<file path="src/rtl/ps2_kbd_pkg.sv">
`default_nettype none
// ============================================================================
//  Module      : ps2_kbd_pkg
//  Description : Scan-code constants, FSM state type and digit lookup for the
//                PS/2 digit/cursor controller.
//  Revision    : 1.0 - initial release
// ============================================================================
package ps2_kbd_pkg;

    localparam logic [7:0] c_sc_e0     = 8'hE0;
    localparam logic [7:0] c_sc_e1     = 8'hE1;
    localparam logic [7:0] c_sc_f0     = 8'hF0;
    localparam logic [7:0] c_sc_esc    = 8'h76;
    localparam logic [7:0] c_sc_up     = 8'h75;
    localparam logic [7:0] c_sc_down   = 8'h72;
    localparam logic [7:0] c_sc_left   = 8'h6B;
    localparam logic [7:0] c_sc_right  = 8'h74;
    localparam logic [7:0] c_sc_ack    = 8'hFA;
    localparam logic [7:0] c_sc_resend = 8'hFE;
    localparam logic [7:0] c_sc_bat    = 8'hAA;
    localparam logic [7:0] c_sc_echo   = 8'hEE;

    // Bytes still to swallow after the leading E1 of a Pause sequence.
    localparam logic [2:0] c_pause_len = 3'd7;

    typedef enum logic [2:0] {
        ST_IDLE    = 3'd0,
        ST_EXT     = 3'd1,
        ST_BRK     = 3'd2,
        ST_EXT_BRK = 3'd3,
        ST_SKIP    = 3'd4
    } ps2_state_t;

    typedef enum logic [1:0] {
        DIR_UP    = 2'd0,
        DIR_DOWN  = 2'd1,
        DIR_LEFT  = 2'd2,
        DIR_RIGHT = 2'd3
    } dir_t;

    // Returns {valid, digit} for number-row and keypad make codes.
    function automatic logic [4:0] digit_lookup(input logic [7:0] code);
        case (code)
            8'h45, 8'h70: digit_lookup = {1'b1, 4'd0};
            8'h16, 8'h69: digit_lookup = {1'b1, 4'd1};
            8'h1E, 8'h72: digit_lookup = {1'b1, 4'd2};
            8'h26, 8'h7A: digit_lookup = {1'b1, 4'd3};
            8'h25, 8'h6B: digit_lookup = {1'b1, 4'd4};
            8'h2E, 8'h73: digit_lookup = {1'b1, 4'd5};
            8'h36, 8'h74: digit_lookup = {1'b1, 4'd6};
            8'h3D, 8'h6C: digit_lookup = {1'b1, 4'd7};
            8'h3E, 8'h75: digit_lookup = {1'b1, 4'd8};
            8'h46, 8'h7D: digit_lookup = {1'b1, 4'd9};
            default:      digit_lookup = 5'd0;
        endcase
    endfunction

endpackage
`default_nettype wire

</file>
<file path="src/rtl/ps2_digit_cursor_ctrl_if.sv">
`default_nettype none
// ============================================================================
//  Module      : ps2_digit_cursor_ctrl_if
//  Description : Scan-byte strobe bus from the PS/2 byte receiver.
//  Revision    : 1.0 - initial release
// ============================================================================
interface ps2_digit_cursor_ctrl_if;
    logic [7:0] iscan_code;
    logic       iscan_valid;

    modport master (output iscan_code, output iscan_valid);
    modport slave  (input  iscan_code, input  iscan_valid);
endinterface
`default_nettype wire

</file>
<file path="src/rtl/ps2_scan_decode.sv">
`default_nettype none
// ============================================================================
//  Module      : ps2_scan_decode
//  Description : Combinational classifier of a scan byte, given whether an
//                E0 prefix is pending, into digit / arrow / Esc actions.
//  Revision    : 1.0 - initial release
// ============================================================================
module ps2_scan_decode
    import ps2_kbd_pkg::*;
(
    input  wire logic       i_ext,
    input  wire logic [7:0] i_code,
    output logic            o_is_digit,
    output logic [3:0]      o_digit,
    output logic            o_is_arrow,
    output dir_t            o_dir,
    output logic            o_is_esc
);

    logic [4:0] w_lut;

    always_comb begin
        w_lut      = digit_lookup(i_code);
        o_is_digit = ~i_ext & w_lut[4];
        o_digit    = w_lut[3:0];
        o_is_esc   = ~i_ext & (i_code == c_sc_esc);
        o_is_arrow = 1'b0;
        o_dir      = DIR_UP;
        // Arrow codes collide with keypad digits; only the E0 prefix tells them apart.
        if (i_ext) begin
            case (i_code)
                c_sc_up:    begin o_is_arrow = 1'b1; o_dir = DIR_UP;    end
                c_sc_down:  begin o_is_arrow = 1'b1; o_dir = DIR_DOWN;  end
                c_sc_left:  begin o_is_arrow = 1'b1; o_dir = DIR_LEFT;  end
                c_sc_right: begin o_is_arrow = 1'b1; o_dir = DIR_RIGHT; end
                default:    ;
            endcase
        end
    end

endmodule
`default_nettype wire

</file>
<file path="src/rtl/ps2_digit_cursor_ctrl.sv">
`default_nettype none
// ============================================================================
//  Module      : ps2_digit_cursor_ctrl
//  Description : PS/2 set-2 byte stream to displayed digit and cursor cell,
//                with prefix tracking, Pause skipping and prefix timeout.
//  Revision    : 1.0 - initial release
// ============================================================================
module ps2_digit_cursor_ctrl
    import ps2_kbd_pkg::*;
#(
    parameter int CELL_W      = 40,
    parameter int CELL_H      = 40,
    parameter int ORIGIN_X    = 0,
    parameter int ORIGIN_Y    = 0,
    parameter int MAX_X       = 600,
    parameter int MAX_Y       = 440,
    parameter int TIMEOUT_CYC = 2_500_000
) (
    input  wire logic              iCLK,
    input  wire logic              iRST,
    ps2_digit_cursor_ctrl_if.slave scan,
    output logic [7:0]             oascii,
    output logic [9:0]             ocur_x,
    output logic [9:0]             ocur_y,
    output logic                   okey_evt
);

    localparam int              c_to_w     = $clog2(TIMEOUT_CYC + 1);
    localparam logic [c_to_w-1:0] c_to_last = c_to_w'(TIMEOUT_CYC - 1);
    localparam logic [9:0]      c_cell_w   = 10'(CELL_W);
    localparam logic [9:0]      c_cell_h   = 10'(CELL_H);
    localparam logic [9:0]      c_origin_x = 10'(ORIGIN_X);
    localparam logic [9:0]      c_origin_y = 10'(ORIGIN_Y);
    localparam logic [9:0]      c_max_x    = 10'(MAX_X);
    localparam logic [9:0]      c_max_y    = 10'(MAX_Y);

    ps2_state_t        r_state,    w_state_nxt;
    logic [2:0]        r_skip_cnt, w_skip_nxt;
    logic [c_to_w-1:0] r_to_cnt,   w_to_nxt;
    logic [7:0]        r_ascii,    w_ascii_nxt;
    logic [9:0]        r_cur_x,    w_x_nxt;
    logic [9:0]        r_cur_y,    w_y_nxt;
    logic              r_key_evt,  w_evt_nxt;

    logic       w_is_digit, w_is_arrow, w_is_esc;
    logic [3:0] w_digit;
    dir_t       w_dir;

    ps2_scan_decode u_decode (
        .i_ext      (r_state == ST_EXT),
        .i_code     (scan.iscan_code),
        .o_is_digit (w_is_digit),
        .o_digit    (w_digit),
        .o_is_arrow (w_is_arrow),
        .o_dir      (w_dir),
        .o_is_esc   (w_is_esc)
    );

    always_ff @(posedge iCLK or posedge iRST) begin
        if (iRST) begin
            r_state    <= ST_IDLE;
            r_skip_cnt <= '0;
            r_to_cnt   <= '0;
            r_ascii    <= '0;
            r_cur_x    <= c_origin_x;
            r_cur_y    <= c_origin_y;
            r_key_evt  <= 1'b0;
        end else begin
            r_state    <= w_state_nxt;
            r_skip_cnt <= w_skip_nxt;
            r_to_cnt   <= w_to_nxt;
            r_ascii    <= w_ascii_nxt;
            r_cur_x    <= w_x_nxt;
            r_cur_y    <= w_y_nxt;
            r_key_evt  <= w_evt_nxt;
        end
    end

    always_comb begin
        w_state_nxt = r_state;
        w_skip_nxt  = r_skip_cnt;
        w_to_nxt    = r_to_cnt;
        w_ascii_nxt = r_ascii;
        w_x_nxt     = r_cur_x;
        w_y_nxt     = r_cur_y;
        w_evt_nxt   = 1'b0;
        if (scan.iscan_valid) begin
            w_to_nxt = '0;
            case (r_state)
                ST_IDLE: begin
                    case (scan.iscan_code)
                        c_sc_e0: w_state_nxt = ST_EXT;
                        c_sc_f0: w_state_nxt = ST_BRK;
                        c_sc_e1: begin
                            w_state_nxt = ST_SKIP;
                            w_skip_nxt  = c_pause_len;
                        end
                        c_sc_ack, c_sc_resend, c_sc_bat, c_sc_echo: ;
                        default: begin
                            if (w_is_digit) begin
                                w_ascii_nxt = {4'd0, w_digit};
                                w_evt_nxt   = 1'b1;
                            end else if (w_is_esc) begin
                                w_ascii_nxt = '0;
                                w_x_nxt     = c_origin_x;
                                w_y_nxt     = c_origin_y;
                                w_evt_nxt   = 1'b1;
                            end
                        end
                    endcase
                end
                ST_EXT: begin
                    w_state_nxt = ST_IDLE;
                    if (w_is_arrow) begin
                        w_evt_nxt = 1'b1;
                        // Wrap is decided by comparison so no 10-bit overflow is ever relied on.
                        case (w_dir)
                            DIR_UP:    w_y_nxt = (r_cur_y <= c_origin_y) ? c_max_y : r_cur_y - c_cell_h;
                            DIR_DOWN:  w_y_nxt = (r_cur_y >= c_max_y) ? c_origin_y : r_cur_y + c_cell_h;
                            DIR_LEFT:  w_x_nxt = (r_cur_x <= c_origin_x) ? c_max_x : r_cur_x - c_cell_w;
                            DIR_RIGHT: w_x_nxt = (r_cur_x >= c_max_x) ? c_origin_x : r_cur_x + c_cell_w;
                            default:   ;
                        endcase
                    end else if (scan.iscan_code == c_sc_f0) begin
                        w_state_nxt = ST_EXT_BRK;
                    end else if (scan.iscan_code == c_sc_e0) begin
                        w_state_nxt = ST_EXT;
                    end
                end
                ST_BRK, ST_EXT_BRK: w_state_nxt = ST_IDLE;
                ST_SKIP: begin
                    w_skip_nxt = r_skip_cnt - 3'd1;
                    if (r_skip_cnt <= 3'd1) begin
                        w_state_nxt = ST_IDLE;
                        w_skip_nxt  = '0;
                    end
                end
                default: w_state_nxt = ST_IDLE;
            endcase
        end else if (r_state != ST_IDLE) begin
            if (r_to_cnt >= c_to_last) begin
                w_state_nxt = ST_IDLE;
                w_to_nxt    = '0;
                w_skip_nxt  = '0;
            end else begin
                w_to_nxt = r_to_cnt + 1'b1;
            end
        end
    end

    assign oascii   = r_ascii;
    assign ocur_x   = r_cur_x;
    assign ocur_y   = r_cur_y;
    assign okey_evt = r_key_evt;

endmodule
`default_nettype wire

</file>
<file path="src/flat_wrapper.sv">
// flat-port wrapper written by rule: the top's interface ports become plain ports
module ps2_digit_cursor_ctrl_flat import ps2_kbd_pkg::*;
#(
    parameter int CELL_W      = 40,
    parameter int CELL_H      = 40,
    parameter int ORIGIN_X    = 0,
    parameter int ORIGIN_Y    = 0,
    parameter int MAX_X       = 600,
    parameter int MAX_Y       = 440,
    parameter int TIMEOUT_CYC = 2_500_000
)
  (iCLK, iRST, oascii, ocur_x, ocur_y, okey_evt, scan_iscan_code, scan_iscan_valid);
  ps2_digit_cursor_ctrl_if scan_i ();
  input  wire logic iCLK;
  input  wire logic iRST;
  output logic [7:0] oascii;
  output logic [9:0] ocur_x;
  output logic [9:0] ocur_y;
  output logic okey_evt;
  input wire logic [$bits(scan_i.iscan_code)-1:0] scan_iscan_code;
  input wire logic [$bits(scan_i.iscan_valid)-1:0] scan_iscan_valid;
  assign scan_i.iscan_code = scan_iscan_code;
  assign scan_i.iscan_valid = scan_iscan_valid;
  ps2_digit_cursor_ctrl #(.CELL_W(CELL_W), .CELL_H(CELL_H), .ORIGIN_X(ORIGIN_X), .ORIGIN_Y(ORIGIN_Y), .MAX_X(MAX_X), .MAX_Y(MAX_Y), .TIMEOUT_CYC(TIMEOUT_CYC)) u_core (.iCLK(iCLK), .iRST(iRST), .scan(scan_i), .oascii(oascii), .ocur_x(ocur_x), .ocur_y(ocur_y), .okey_evt(okey_evt));
endmodule
</file>
<file path="config.mk">
export PLATFORM = sky130hd
export DESIGN_NAME = ps2_digit_cursor_ctrl_flat
export DESIGN_NICKNAME = d
export VERILOG_FILES = /design/src/rtl/ps2_kbd_pkg.sv /design/src/rtl/ps2_digit_cursor_ctrl_if.sv /design/src/rtl/ps2_scan_decode.sv /design/src/rtl/ps2_digit_cursor_ctrl.sv /design/src/flat_wrapper.sv
export SDC_FILE = /design/constraint.sdc
export NUM_CORES = 1
export LEC_CHECK = 0
export BUFFER_PORTS_ARGS = -buffer_cell sky130_fd_sc_hd__buf_2
export CORE_MARGIN = 2
export CORE_UTILIZATION = 30
export CTS_CLUSTER_SIZE = 12
export DETAILED_ROUTE_END_ITERATION = 16
export PLACE_DENSITY = 0.45
export SETUP_SLACK_MARGIN = 0.05
export SLEW_MARGIN = 20
export SYNTH_ARGS = -nofsm -noshare
export SYNTH_HDL_FRONTEND = slang
export SYNTH_SLANG_ARGS = --single-unit
</file>
<file path="constraint.sdc">
create_clock -name iCLK -period 2.3 [get_ports iCLK]
set_clock_uncertainty 0.05 [all_clocks]
set_input_delay 0.115 -clock iCLK [delete_from_list [all_inputs] [get_ports iCLK]]
set_output_delay 0.115 -clock iCLK [all_outputs]
set_load 0.02 [all_outputs]
</file>
==> flow_summary.yaml <==
run_status:
  status: "completed"
floorplanning:
  boundaryPins: 40
  dieArea_sq_um: 12900
  die_h_um: 114
  coreArea_sq_um: 11900
  start_util: 0.304
  rows: 40
  die_w_um: 114
timing:
  finalHoldViolCount: 0
  max-slew-margin-rel: 0.577
  whs_ps: 167
  max_freq_ghz: 0.498
  finalSetupViolations: 0
  tns_ps: 0
  worst_pin_slew_ps: 634
  fin_crit_ps: 2010
  rsz0062_at_grt: "no"
  drv_slew: 0
  period_share: 0.873
logic_synthesis:
  synthDistinctLibCells: 73
  synth_top_cell_area_share: 0.326
  synth.yosys.seq_area_share: 0.326
  ys_warn_count: 0
  synth_compound_area_frac: 0.242
  synth.area.top_cells: "dfrtp_1 33%, o21ai_0 5.0%, nor2_1 4.8%"
  synth_simple_gate_area_share: 0.277
  synthAdderAreaFrac: 0.0243
  synth_area_per_cell_sq_um: 8.23
  synth_area_leader_cell: "dfrtp_1"
  synth-xor-area-share: 0.0486
  synth-edff-count: 0
  synth_mux_area_frac: 0.00903
  synth_top_family_by_area: "simple AND/OR/NAND/NOR gates"
  syn_area_sq_um: 3600
  ys_ff_latch: 47
  yosysMostFrequentCell: "dfrtp_1"
  syn_inst: 438
  synth_commonest_cells: "47 x dfrtp_1, 46 x nor2_1, 38 x nand2_1"
  synth_top_flop_cell: "dfrtp_1"
  ys_async_sr_fraction: 1.00
final_layout:
  regArea_sq_um: 1180
  nFillCells: 1242
  synthToLayoutAreaGrowth_pct: 14.9
  nets: 492
  postLayoutCellArea_sq_um: 4140
  num_antenna_cells: 0
  multiInputGateArea_sq_um: 2210
  drive_gt1_frac: 0.158
clock_tree:
  cts.sinks: 47
  cts_setup_buffers: 0
  cts_buffers: 5
  clock_path_buffers: 2
  htreeDepth: 2
  path_clk_slew_ps: 60
  clockRootBuffer: "clkbuf_16"
  cts_tree: "done"
  insertion_delay_ps: 290
grt:
  grt_use_met2: 0.242
  first_global_vias: 3079
  grtUsageMet1: 0.208
  antenna_found_initial: 0
  grt-busiest-layer: "met2"
  grt.overflow.total: 0
  grt_max_degree: 48
  grt_pass1_wl_um: 15800
  grt_usage: 0.151
  use_met3: 0.0303
critical_path:
  cpMostUsedCell: "a21oi_1"
  crit_required_ps: 2470
  crit_fanout: 9
  critPathTopFamily: "compound AO/OA/AOI/OAI gates"
  critical_path_class: "reg -> reg"
  cp.arrival_ps: 2180
  startpoint_type: "register"
  critPathMaxStageDelay_ps: 470
  critPathCaptureType: "register"
  crit_buf_inv: 1
  crit_chain: "nor3b_2 > buf_12 > nand4bb_1 > o21bai_1 > o22ai_1 > a21oi_1 > a21oi_1"
  crit_slowest_cell: "dfrtp_1"
drt:
  drt_iter0_drc: 191
  drt-pass1-iter-count: 4
  viasPerCell: 5.43
  antenna_left: 0
  vias: 3379
  drc: 0
  wl_per_cell_um: 15.1
  drt-total-wl_um: 9410
place:
  gp_congestion: 0.824
  dp_hpwl_um: 6860
  portBuffers: 29
  placed_area_sq_um: 3970
pwr:
  peakVddDrop_v: 0.000348
  leakage_nw: 1.78
  p_per_area_nw_per_um2: 885
run:
  cap_violations: 0
min_path:
  hp-class: "in -> reg"
[per-layer routing]
layer,wire length (um),share of wire
met1,4580,0.49
met2,4390,0.47
met3,321,0.034
met4,118,0.013
met5,0,0
[repair_timing]
item,in CTS,in global routing
resized for setup,0,1
setup endpoints to repair,0,4
hold endpoints to repair,47,0
hold buffers,1,0
[through the flow]
stage / power (mW) / setup slack, ps / std cells / util
floorplan: 2.36 / 229 / 447 / -
global placement: 2.89 / 135 / 613 / 0.334
detailed placement: 2.89 / 106 / 613 / 0.334
CTS: 3.71 / 170 / 622 / 0.348
global route: 3.97 / 101 / 622 / 0.349
finish: 3.66 / 292 / 622 / 0.349
[logic make-up (layout without fill, tap and decap cells)]
group	after synthesis	after routing
flops	47	47
simple gates	184	184
mux	3	3
compound gates	125	125
other cells	1	10
fa+ha+maj	7	7
xor+xnor	20	20
buf+inv	51	79
[layout make-up]
type                    count  area share
inverters                  17      0.0154
repair buffers             54      0.0840
flip-flops and latches     47       0.284
clock buffers               8      0.0378
well taps                 147      0.0444
multi-input cells         349       0.534
[power by group]
group	total (mW)	internal, mW	switching, mW	leakage [nW]
clock	0.787	0.464	0.323	0.0772
combinational	1.63	0.679	0.952	1.06
sequential	1.25	0.989	0.258	0.637
[cells in the final DEF, fill, tap and decap left out, drive strengths merged, types with 6 or more instances in the layout]
master,n
nand2,38
nor2b,8
nand4,6
nor3,20
xnor2,10
buf,53
inv,17
nor4b,9
o21ai,37
xor2,10
dfrtp,47
nand3,16
a21oi,15
a31oi,9
conb,10
clkbuf,8
ha,7
nor2,46
[tightest hold or removal path, cell delays in order]
cell and delay, ps:
buf_2 180, o2111ai_1 120, nand2_1 50
[path summary, 6_finish.rpt]
| kind | from | endpoint | slack (ps) | depth (start not counted) |
|---|---|---|---|---|
| worst min-delay path | scan_iscan_valid | u_core.okey_evt | 170 | 3 |
| worst max register to register | u_core.r_state[2] | u_core.ocur_x[5] | 290 | 7 |
| min in group asynchronous | iRST | u_core.ocur_y[8] | 480 | 4 |
| worst min register to register | u_core.oascii[3] | u_core.oascii[3] | 430 | 1 |
| worst max-delay path | u_core.r_state[2] | u_core.ocur_x[5] | 290 | 7 |
| max in group asynchronous | iRST | u_core.r_to_cnt[16] | 1300 | 4 |
[sequential cells by signal (all words and copies together), names as in the netlist]
name               count
u_core.r_to_cnt       22
u_core.ocur_x          7
u_core.ocur_y          7
u_core.oascii          4
u_core.r_skip_cnt      3
u_core.r_state         3
u_core.okey_evt        1
No activity file was read; power rests on OpenSTA's default activity.
